===== src/rtl/matrix_piso.sv =====
// matrix_piso: collects up to depth_p words, then shifts them out MSB first (define PISO_PARITY_EN to append an even-parity bit per word)
module matrix_piso #(
  parameter int width_p = 8,
  parameter int depth_p = 4
) (
  input  logic               clk_i,
  input  logic               reset_n_i,
  input  logic               valid_i,
  output logic               ready_o,
  input  logic [width_p-1:0] data_i,
  input  logic               flush_i,
  output logic               valid_o,
  input  logic               yumi_i,
  output logic               data_o,
  output logic               last_o,
  output logic               busy_o
);
`ifdef PISO_PARITY_EN
  localparam int nb_lp = width_p + 1;
`else
  localparam int nb_lp = width_p;
`endif
  localparam int cw_lp = $clog2(depth_p + 1);
  localparam int bw_lp = $clog2(width_p + 1);
  localparam int aw_lp = (depth_p > 1) ? $clog2(depth_p) : 1;
  localparam logic [cw_lp-1:0] full_lp = cw_lp'(depth_p);
  localparam logic [bw_lp-1:0] bit_last_lp = bw_lp'(nb_lp - 1);
  typedef enum logic {FILL, SHIFT} state_e;
  state_e                 state_q, state_d;
  logic [cw_lp-1:0]       wr_cnt_q, wr_cnt_d, rd_q, rd_d;
  logic [bw_lp-1:0]       bit_q, bit_d;
  logic [nb_lp-1:0]       buf_q [depth_p];
  logic [nb_lp-1:0]       wr_word, cur_word, bit_mask;
  logic                   wr_en, last_word, last_bit;
`ifdef PISO_PARITY_EN
  assign wr_word = {data_i, ^data_i};
`else
  assign wr_word = data_i;
`endif
  assign wr_en     = (state_q == FILL) & valid_i;
  assign cur_word  = buf_q[rd_q[aw_lp-1:0]];
  assign bit_mask  = {1'b1, {(nb_lp-1){1'b0}}} >> bit_q;
  assign last_word = rd_q == wr_cnt_q - 1'b1;
  assign last_bit  = bit_q == bit_last_lp;
  // word buffer, written in FILL; contents need no reset
  always_ff @(posedge clk_i) begin
    if (wr_en) buf_q[wr_cnt_q[aw_lp-1:0]] <= wr_word;
  end
  // state and counter registers
  always_ff @(posedge clk_i or negedge reset_n_i) begin
    if (!reset_n_i) begin
      state_q  <= FILL;
      wr_cnt_q <= '0;
      rd_q     <= '0;
      bit_q    <= '0;
    end else begin
      state_q  <= state_d;
      wr_cnt_q <= wr_cnt_d;
      rd_q     <= rd_d;
      bit_q    <= bit_d;
    end
  end
  // frame close on full or flush; bit/word advance on yumi; return to FILL after the last bit
  always_comb begin
    state_d  = state_q;
    wr_cnt_d = wr_cnt_q;
    rd_d     = rd_q;
    bit_d    = bit_q;
    ready_o  = state_q == FILL;
    valid_o  = state_q == SHIFT;
    busy_o   = state_q == SHIFT;
    data_o   = valid_o & |(cur_word & bit_mask);
    last_o   = valid_o & last_word & last_bit;
    if (state_q == FILL) begin
      if (valid_i) wr_cnt_d = wr_cnt_q + 1'b1;
      if ((valid_i && wr_cnt_q == full_lp - 1'b1) || (flush_i && (valid_i || wr_cnt_q != '0)))
        state_d = SHIFT;
    end else if (yumi_i) begin
      bit_d = last_bit ? '0 : bit_q + 1'b1;
      rd_d  = last_bit ? rd_q + 1'b1 : rd_q;
      if (last_bit && last_word) begin
        state_d  = FILL;
        wr_cnt_d = '0;
        rd_d     = '0;
      end
    end
  end
endmodule


===== config.mk =====
export PLATFORM = sky130hd
export DESIGN_NAME = matrix_piso
export DESIGN_NICKNAME = d
export VERILOG_FILES = /design/src/rtl/matrix_piso.sv
export SDC_FILE = /design/constraint.sdc
export NUM_CORES = 1
export LEC_CHECK = 0
export ABC_AREA = 1
export CAP_MARGIN = 15
export CORE_MARGIN = 8
export CORE_UTILIZATION = 25
export CTS_CLUSTER_DIAMETER = 120
export CTS_CLUSTER_SIZE = 12
export DETAILED_ROUTE_END_ITERATION = 16
export PLACE_DENSITY = 0.43
export SETUP_SLACK_MARGIN = 0.5
export SYNTH_ARGS = -nofsm -noshare
export SYNTH_HDL_FRONTEND = slang
export SYNTH_SLANG_ARGS = --single-unit

===== constraint.sdc =====
create_clock -name clk_i -period 2.1 [get_ports clk_i]
set_input_delay 0.42 -clock clk_i [delete_from_list [all_inputs] [get_ports clk_i]]
set_output_delay 0.42 -clock clk_i [all_outputs]
set_load 0.01 [all_outputs]

==> results.sh <==
export IMPL_grt_pass1_vias=1614
export IMPL_hold_class="in2async"
export IMPL_drive_above_1_share=0.329
export IMPL_overflow=0
export IMPL_die_area_mm2=0.0119
export IMPL_fmax_mhz=478
export IMPL_yosys_warnings=0
export IMPL_crit_path_frequent_cell="nand2_1"
export IMPL_yosysTopAreaCell="edfxtp_1"
export IMPL_route_vias_total=1601
export IMPL_synth_top_area_frac=0.442
export IMPL_cts_hold_buffers=0
export IMPL_place_congestion=0.737
export IMPL_io_pins=18
export IMPL_worst_setup_path_start_kind="flip-flop"
export IMPL_synth_compound_area_frac=0.0270
export IMPL_rows=34
export IMPL_wirelength_um=4940
export IMPL_cp_arrival_ps=1670
export IMPL_cts_htree_levels=2
export IMPL_clkSinkCount=43
export IMPL_ys_seq_elements=43
export IMPL_drv_cap=0
export IMPL_layout_min_cycle_time_ps=2090
export IMPL_ys_flop_type="edfxtp_1"
export IMPL_dieHeight_um=109
export IMPL_yosys_area_share_simple=0.250
export IMPL_synth_seq_area_share=0.568
export IMPL_yosysMostFrequentCell="nand2_1"
export IMPL_clk_path_buf_depth=2
export IMPL_antenna_found_initial=0
export IMPL_insertion_delay_ps=290
export IMPL_synthTopCellsByArea="edfxtp_1 44%, nand2_1 16%, dfrtp_1 13%"
export IMPL_power_mw=3.47
export IMPL_initial_core_util=0.253
export IMPL_synth_edff_count=32
export IMPL_setup_viol=0
export IMPL_numCtsBuffers=5
export IMPL_finalCritPeriodShare=0.996
export IMPL_firstDrtPassIters=4
export IMPL_netlist_instances=222
export IMPL_grt_max_degree=18
export IMPL_rr_endpoint="rd_q[0]$_DFFE_PN0P_"
export IMPL_slew_headroom=0.607
export IMPL_hold_viol_final=0
export IMPL_worst_setup_hold_path_clk_slew_ps=90
export IMPL_die_w_um=109
export IMPL_rsz0062_at_grt="yes"
export IMPL_root_buffer="clkbuf_8"
export IMPL_cpPeakStageDelay_ps=460
export IMPL_synth_fa_ha_area_frac=0.0748
export IMPL_synth_xor_area_frac=0.0201
export IMPL_nets=308
export IMPL_run_status="finished clean"
export IMPL_synth_top_family_by_area="simple AND/OR/NAND/NOR gates"
export IMPL_synth_cell_types=31
export IMPL_crit_slowest_cell="dfrtp_2"
export IMPL_async_flop_share=0.256
export IMPL_final_core_util=0.359
export IMPL_worst_pin_slew_ps=588
export IMPL_cts_tree="done"
export IMPL_detail_route_antenna_nets=0
export IMPL_required_ps=1680
export IMPL_drcViolationCount=0
export IMPL_yosys_top_cells_count="94 x nand2_1, 32 x edfxtp_1, 15 x inv_1, 15 x nor2_1, 13 x ha_1"
export IMPL_drt_iter0_markers=69
export IMPL_reg2reg_slack_ps=160
export IMPL_syn_area_per_cell_um2=9.80
export IMPL_io_buffer_count=17
export IMPL_crit_chain="ha_4, ha_1, inv_1, nor2_2, nand2_1, nand2_1, nor2_1, a21oi_2, buf_2"
export IMPL_finalClockSkew_ps=7.55
export IMPL_area_growth_pct=42.0
export IMPL_wl_per_cell_um=12.6
export IMPL_n_antenna_cell=0
export IMPL_power_per_cell_area_mw_per_mm2=1120
export IMPL_synth_nets=248
export IMPL_worst_r2r_path_depth=13
export IMPL_slew_violations=0
export IMPL_worstSetupEndpointType="output port"
export IMPL_grt_pass1_wl_um=8020
export IMPL_cp_max_fo=4
export IMPL_p_leak_nw=1.31
export IMPL_grt_util_all_layers=0.0873
export IMPL_core_mm2=0.00859
export IMPL_dp_cells=369
export IMPL_synth_area_mm2=0.00218
export IMPL_synthMuxAreaShare=0
export IMPL_via_per_inst=4.09
export IMPL_ir_drop_v=0.000322
export IMPL_r2r_start="wr_cnt_q[0]$_DFFE_PN0P_"
export IMPL_worstSetupPathType="reg2out"
export IMPL_final_cell_count_no_fill=391
export IMPL_hpwl_um=3470
[worst max path at each step]
| stage | slack, ps | start | depth (start not counted) | to |
|---|---|---|---|---|
| 3_5_place_dp | -160 | bit_q[0]$_DFFE_PN0P_ | 9 | data_o |
| 3_3_place_gp | -160 | bit_q[0]$_DFFE_PN0P_ | 9 | data_o |
| 4_1_cts | -20 | bit_q[0]$_DFFE_PN0P_ | 9 | data_o |
| 2_1_floorplan | 300 | wr_cnt_q[0]$_DFFE_PN0P_ | 6 | last_o |
| 5_1_grt | -100 | bit_q[1]$_DFFE_PN0P_ | 8 | data_o |
| 6_report | 9 | bit_q[1]$_DFFE_PN0P_ | 9 | data_o |
[cell usage in the layout, fill, tap and decap left out, drive strengths merged]
master,Yosys,final
nand2,95,95
buf,6,43
edfxtp,32,32
inv,17,19
nor2,17,17
ha,13,13
clkdlybuf4s50,0,12
nand3,12,12
dfrtp,11,11
clkbuf,0,5
a21oi,4,4
dlygate4sd2,0,3
xnor2,3,3
o21ai,3,3
xor2,2,2
clkinv,1,2
nor3,1,1
nand3b,1,1
o31ai,1,1
or2,1,1
a31oi,1,1
o22ai,1,1
bufinv,0,1
[worst max-delay path, delay by kind of cell (launching register included)]
kind,cells,cell delay [ps]
simple gates,4,260
compound gates,1,80
buf+inv,2,200
fa+ha+maj,2,380
flops,1,460
[logic make-up after synthesis]
| logic type | after synthesis |
|---|---|
| XOR/XNOR | 5 |
| adder cells (fa/ha/maj) | 13 |
| AND/OR/NAND/NOR | 127 |
| buffers and inverters | 24 |
| flip-flops | 43 |
| AO/OA/AOI/OAI | 10 |
[where the power goes]
part           internal [mW]  total (mW)  switching (mW)  leakage [nW]
Sequential             0.993        1.11           0.113         0.418
Combinational          0.884        1.72           0.831         0.838
Clock                  0.355       0.650           0.295        0.0562
[metal layers]
layer	GRT usage	vias to the layer above	wire length (um)
li1	-	832	-
met1	0.115	727	2350
met2	0.139	35	2320
met3	0.0147	7	186
met4	0.0366	0	80
met5	0	-	0
[cell type report]
type,count,area (um2)
repair buffers,58,538
clock buffers,5,68.8
clock inverters,3,42.5
flip-flops and latches,43,1240
inverters,18,90.1
well taps,108,135
multi-input cells,155,967
fillers,886,5500
repair inverters,1,8.76
[per-stage QoR]
stage / TNS, ps / hold slack [ps] / area (um2) / setup slack, ps
after floorplan: 0 / 124 / 2210 / 299
after global placement: -251 / 604 / 2700 / -158
after detailed placement: -261 / 607 / 2700 / -160
after CTS: -19.0 / 507 / 2970 / -19.0
after global routing: -190 / 518 / 3090 / -104
final: 0 / 488 / 3090 / 9.02
[state kept, by name, indices dropped and copies added, names as in the netlist]
signal	count
rd_q	3
busy_o	1
bit_q	4
wr_cnt_q	3
buf_q	32
[timing repair]
| item | in CTS | in global routing |
|---|---|---|
| cloned | 0 | 1 |
| resized for setup | 37 | 24 |
| endpoints found under the setup margin | 12 | 10 |
| buffers inserted | 9 | 4 |
| pin swaps | 10 | 12 |
(Power assumes the default switching activity.)
==> edit 1, RTL diff (config.mk and constraints unchanged) <==
The option `PISO_PARITY_EN` is turned on by a define.
--- a/src/rtl/matrix_piso.sv
+++ b/src/rtl/matrix_piso.sv
@@ -1,4 +1,6 @@
 // matrix_piso: collects up to depth_p words, then shifts them out MSB first (define PISO_PARITY_EN to append an even-parity bit per word)
+`define PISO_PARITY_EN
+
 module matrix_piso #(
   parameter int width_p = 8,
   parameter int depth_p = 4
Behaviour: not the same (a bounded check fails within 10 cycles, from zero or initial values and one cycle with reset_n_i low).
==> edit 1 against the original RTL <==
The run now ends with negative setup slack left; hold slack got worse by 0.022 ns; area after synthesis increased by 8.4%; sequential cell count increased by 4; total power increased by 11%; largest cell class unchanged; setup slack got worse by 0.030 ns; clock skew increased by 0.0032 ns; utilization decreased by 1.5 points; die area increased by 7.2%; register-to-register slack improved by 0.34 ns; routed wire length increased by 12%; global-route usage increased by 0.27 points; highest routed layer unchanged; cell area increased by 2.5%.
==> edit 1: results <==
metrics = {
    "worst_setup_path": {
        "reg2reg_depth": 9,
        "r2r_setup_slack_ns": 0.50,
        "arrival_ns": 1.70,
        "critPathSlowestCell": "dfrtp_1",
        "cp-endpoint": "last_o",
        "crit_fanout": 3,
    },
    "placement": {
        "hpwlAfterDp_um": 3930,
        "placed_area_mm2": 0.00287,
        "dp_slack_ns": -0.170,
        "finalWeightedCongestion": 0.812,
    },
    "synth": {
        "yosysSeqAreaShare_pct": 57.5,
        "synth_fa_ha_area_share_pct": 6.90,
        "synth_common_cells": "68 x nand2_1, 36 x edfxtp_1, 26 x inv_1, 26 x nand3_1, 13 x ha_1",
        "syn_area_per_cell_um2": 10.1,
        "synth-xor-area-share_pct": 4.46,
        "yosys-top-cells-area": "edfxtp_1 46%, dfrtp_1 12%, nand2_1 11%, ha_1 6.9%, nand3_1 5.5%",
        "async_flop_share_pct": 23.4,
        "ys_types": 25,
        "synth_edf_count": 36,
        "syn_nets": 259,
        "synth_compound_gate_area_share_pct": 2.23,
    },
    "finish": {
        "fin_nets": 314,
        "largest_register_ffs": 36,
        "drive_gt1_share_pct": 29.2,
        "nFillCells": 948,
    },
    "global_route": {
        "grt_pass1_vias": 1713,
        "grt_pass1_wl_um": 8890,
        "grtUsageTotal_pct": 9.00,
        "grt_max_degree": 15,
    },
    "sta": {
        "finalSetupViolations": 2,
        "tns_ns": -0.0398,
        "finalWorstSetupSlack_ns": -0.0211,
        "max-slew-margin-rel_pct": 63.4,
        "holdWs_ns": 0.467,
    },
    "outcome": {
        "status": "finished, violations left",
        "violations": "negative setup slack",
    },
    "route": {
        "viasPerCell": 4.29,
        "first_iter_violations": 107,
    },
    "power_and_ir_drop": {
        "leakage_uw": 0.00132,
        "peakVddDrop_mv": 0.418,
    },
}
[edit 1: cell types whose count changed after synthesis, sizes merged, moves of 6 or more]
cell	before	now
nand2	95	68
nand3	12	27
inv	17	27
xnor2	3	9
[edit 1: area by class of cell]
cell class                      count  area (um^2)  share of cell area [%]
Sequential cell                    47         1360                    43.0
Multi-Input combinational cell    152         1010                    31.9
Timing Repair Buffer               54          440                    13.9
Tap cell                          111          139                    4.39
Inverter                           28          110                    3.48
Clock buffer                        5         68.8                    2.17
Clock inverter                      2         37.5                    1.19
[edit 1: critical path: cells and delay by family (launching register included)]
| family | cells | cell delay [ns] |
|---|---|---|
| adder cells (fa/ha/maj) | 1 | 0.15 |
| flip-flops | 1 | 0.41 |
| buffers and inverters | 2 | 0.27 |
| AND/OR/NAND/NOR | 2 | 0.24 |
| XOR/XNOR | 2 | 0.33 |
[edit 1: layer usage]
| layer | wire length [um] | GRT usage [%] | vias up | share of wire, % |
|---|---|---|---|---|
| met2 | 2780 | 15.2 | 25 | 50 |
| met1 | 2540 | 11.0 | 812 | 46 |
| li1 | - | - | 869 | - |
| met3 | 125 | 1.70 | 5 | 2.3 |
| met5 | 0 | 0 | - | 0 |
| met4 | 81 | 3.73 | 0 | 1.5 |
[edit 1: where the power goes]
part / internal (uW) / switching (uW)
registers: 1120 / 132
clock network: 348 / 313
logic: 947 / 1010
total: 2420 / 1450
[edit 1: what timing repair did]
action                                  in CTS  in global routing
setup buffers                                6                  3
gates resized for setup                     25                 24
hold buffers                                 0                  0
endpoints found under the setup margin       5                 45
pin swaps                                    7                  4
[edit 1: cell families after synthesis]
group                      after synthesis
AOI/OAI and AO/OA                       10
adders and majority gates               13
buffers and inverters                   34
and+or+nand+nor                        117
DFF                                     47
xor gates and xnor gates                12
==> edit 2, RTL diff (config.mk and constraints unchanged) <==
Made on the original files. Make the reset (`reset_n_i`) synchronous in one clocked block.
--- a/src/rtl/matrix_piso.sv
+++ b/src/rtl/matrix_piso.sv
@@ -47,7 +47,7 @@
     if (wr_en) buf_q[wr_cnt_q[aw_lp-1:0]] <= wr_word;
   end
   // state and counter registers
-  always_ff @(posedge clk_i or negedge reset_n_i) begin
+  always_ff @(posedge clk_i) begin
     if (!reset_n_i) begin
       state_q  <= FILL;
       wr_cnt_q <= '0;
Check against the original RTL: differs if reset_n_i is asserted again (counterexample within 4 cycles, from zero or initial values and one cycle with reset_n_i low); with reset_n_i held inactive, the same outputs for 10 cycles.
==> edit 2 against the original RTL <==
Cell area decreased by 6.7%; die area increased by 2.7%; routed wire length decreased by 0.67%; area after synthesis increased by 3.2%; first-iteration DRC count decreased by 23%; synthesized cell count increased by 14%; sequential cell count increased by 2; maximum frequency increased by 6.4%; setup slack improved by 0.12 ns; utilization decreased by 2.9 points.
Power is not compared: it rests on default switching activity, and its combinational part moved more than twofold at a synthesized area within 25%.
==> edit 2: results <==
metrics = {
    "outcome": {
        "status": "finished clean",
    },
    "route": {
        "detailroute.wirelength.met2_um": 2280,
        "viasPerCell": 4.07,
        "route.met3.wl_um": 133,
        "vias": 1629,
        "wl_um": 4910,
        "met1_length_um": 2400,
    },
    "sta": {
        "holdWs_ns": 0.518,
        "timing.fmax_ghz": 0.509,
    },
    "synth": {
        "syn_nets": 279,
        "async_flop_share_pct": 0,
        "syn_inst": 253,
        "synth_common_cells": "84 x nand2_1, 43 x inv_1, 32 x edfxtp_1",
        "syn_area_per_cell_um2": 8.88,
        "yosysSeqAreaShare_pct": 54.4,
    },
    "worst_setup_path": {
        "arrival_ns": 1.55,
        "rr_endpoint": "wr_cnt_q[2]$_SDFFE_PN0P_",
        "cpPeakStageDelay_ns": 0.37,
        "r2r_setup_slack_ns": 0.63,
        "cp-endpoint": "last_o",
        "critPathSlowestCell": "dfxtp_4",
        "startpoint": "wr_cnt_q[0]$_SDFFE_PN0P_",
    },
    "global_route": {
        "grt_pass1_vias": 1651,
        "grtUsageTotal_pct": 8.22,
        "use_met1_pct": 10.5,
        "grt.met3_usage_pct": 2.11,
        "gr-usage-met2_pct": 12.9,
        "grt_max_degree": 17,
    },
    "clock_tree": {
        "post-cts-setup-buffer-count": 2,
        "cts_resized": 39,
    },
    "placement": {
        "finalWeightedCongestion": 0.731,
        "dp_slack_ns": -0.0706,
        "dp_cells": 389,
    },
    "finish": {
        "nFillCells": 904,
        "fin_nets": 317,
    },
}
-- edit 2: cell types whose count changed in the layout (fill, tap and decap cells not counted), moves of 5 or more --
cell and change:
a21oi_1 +6, buf_4 -9, buf_6 -9, dfrtp_1 -9
dfxtp_1 +6, inv_1 +26, nand2_1 -5, nand3_1 +6
nor3_2 +5, o21ai_0 +6
-- edit 2: tightest hold or removal path, delay by kind of cell (launching register included) --
family | cells | cell delay [ns]
and+or+nand+nor | 1 | 0.08
DFF | 1 | 0.34
AOI/OAI and AO/OA | 1 | 0.05
-- edit 2: cells by family after synthesis --
kind of cell / Yosys count / share of synthesized area (%)
simple gates: 122 / 22.7
buf+inv: 51 / 9.86
flops: 45 / 54.4
compound gates: 20 / 5.07
fa+ha+maj: 13 / 7.24
xor+xnor: 2 / 0.780
-- edit 2: layout make-up --
type,count,share of cell area [%]
sequential,45,42.9
multi-input combinational,157,31.7
timing repair buffer,37,11.1
inverter,45,6.12
tap,108,4.69
clock buffer,6,2.86
clock inverter,2,0.608
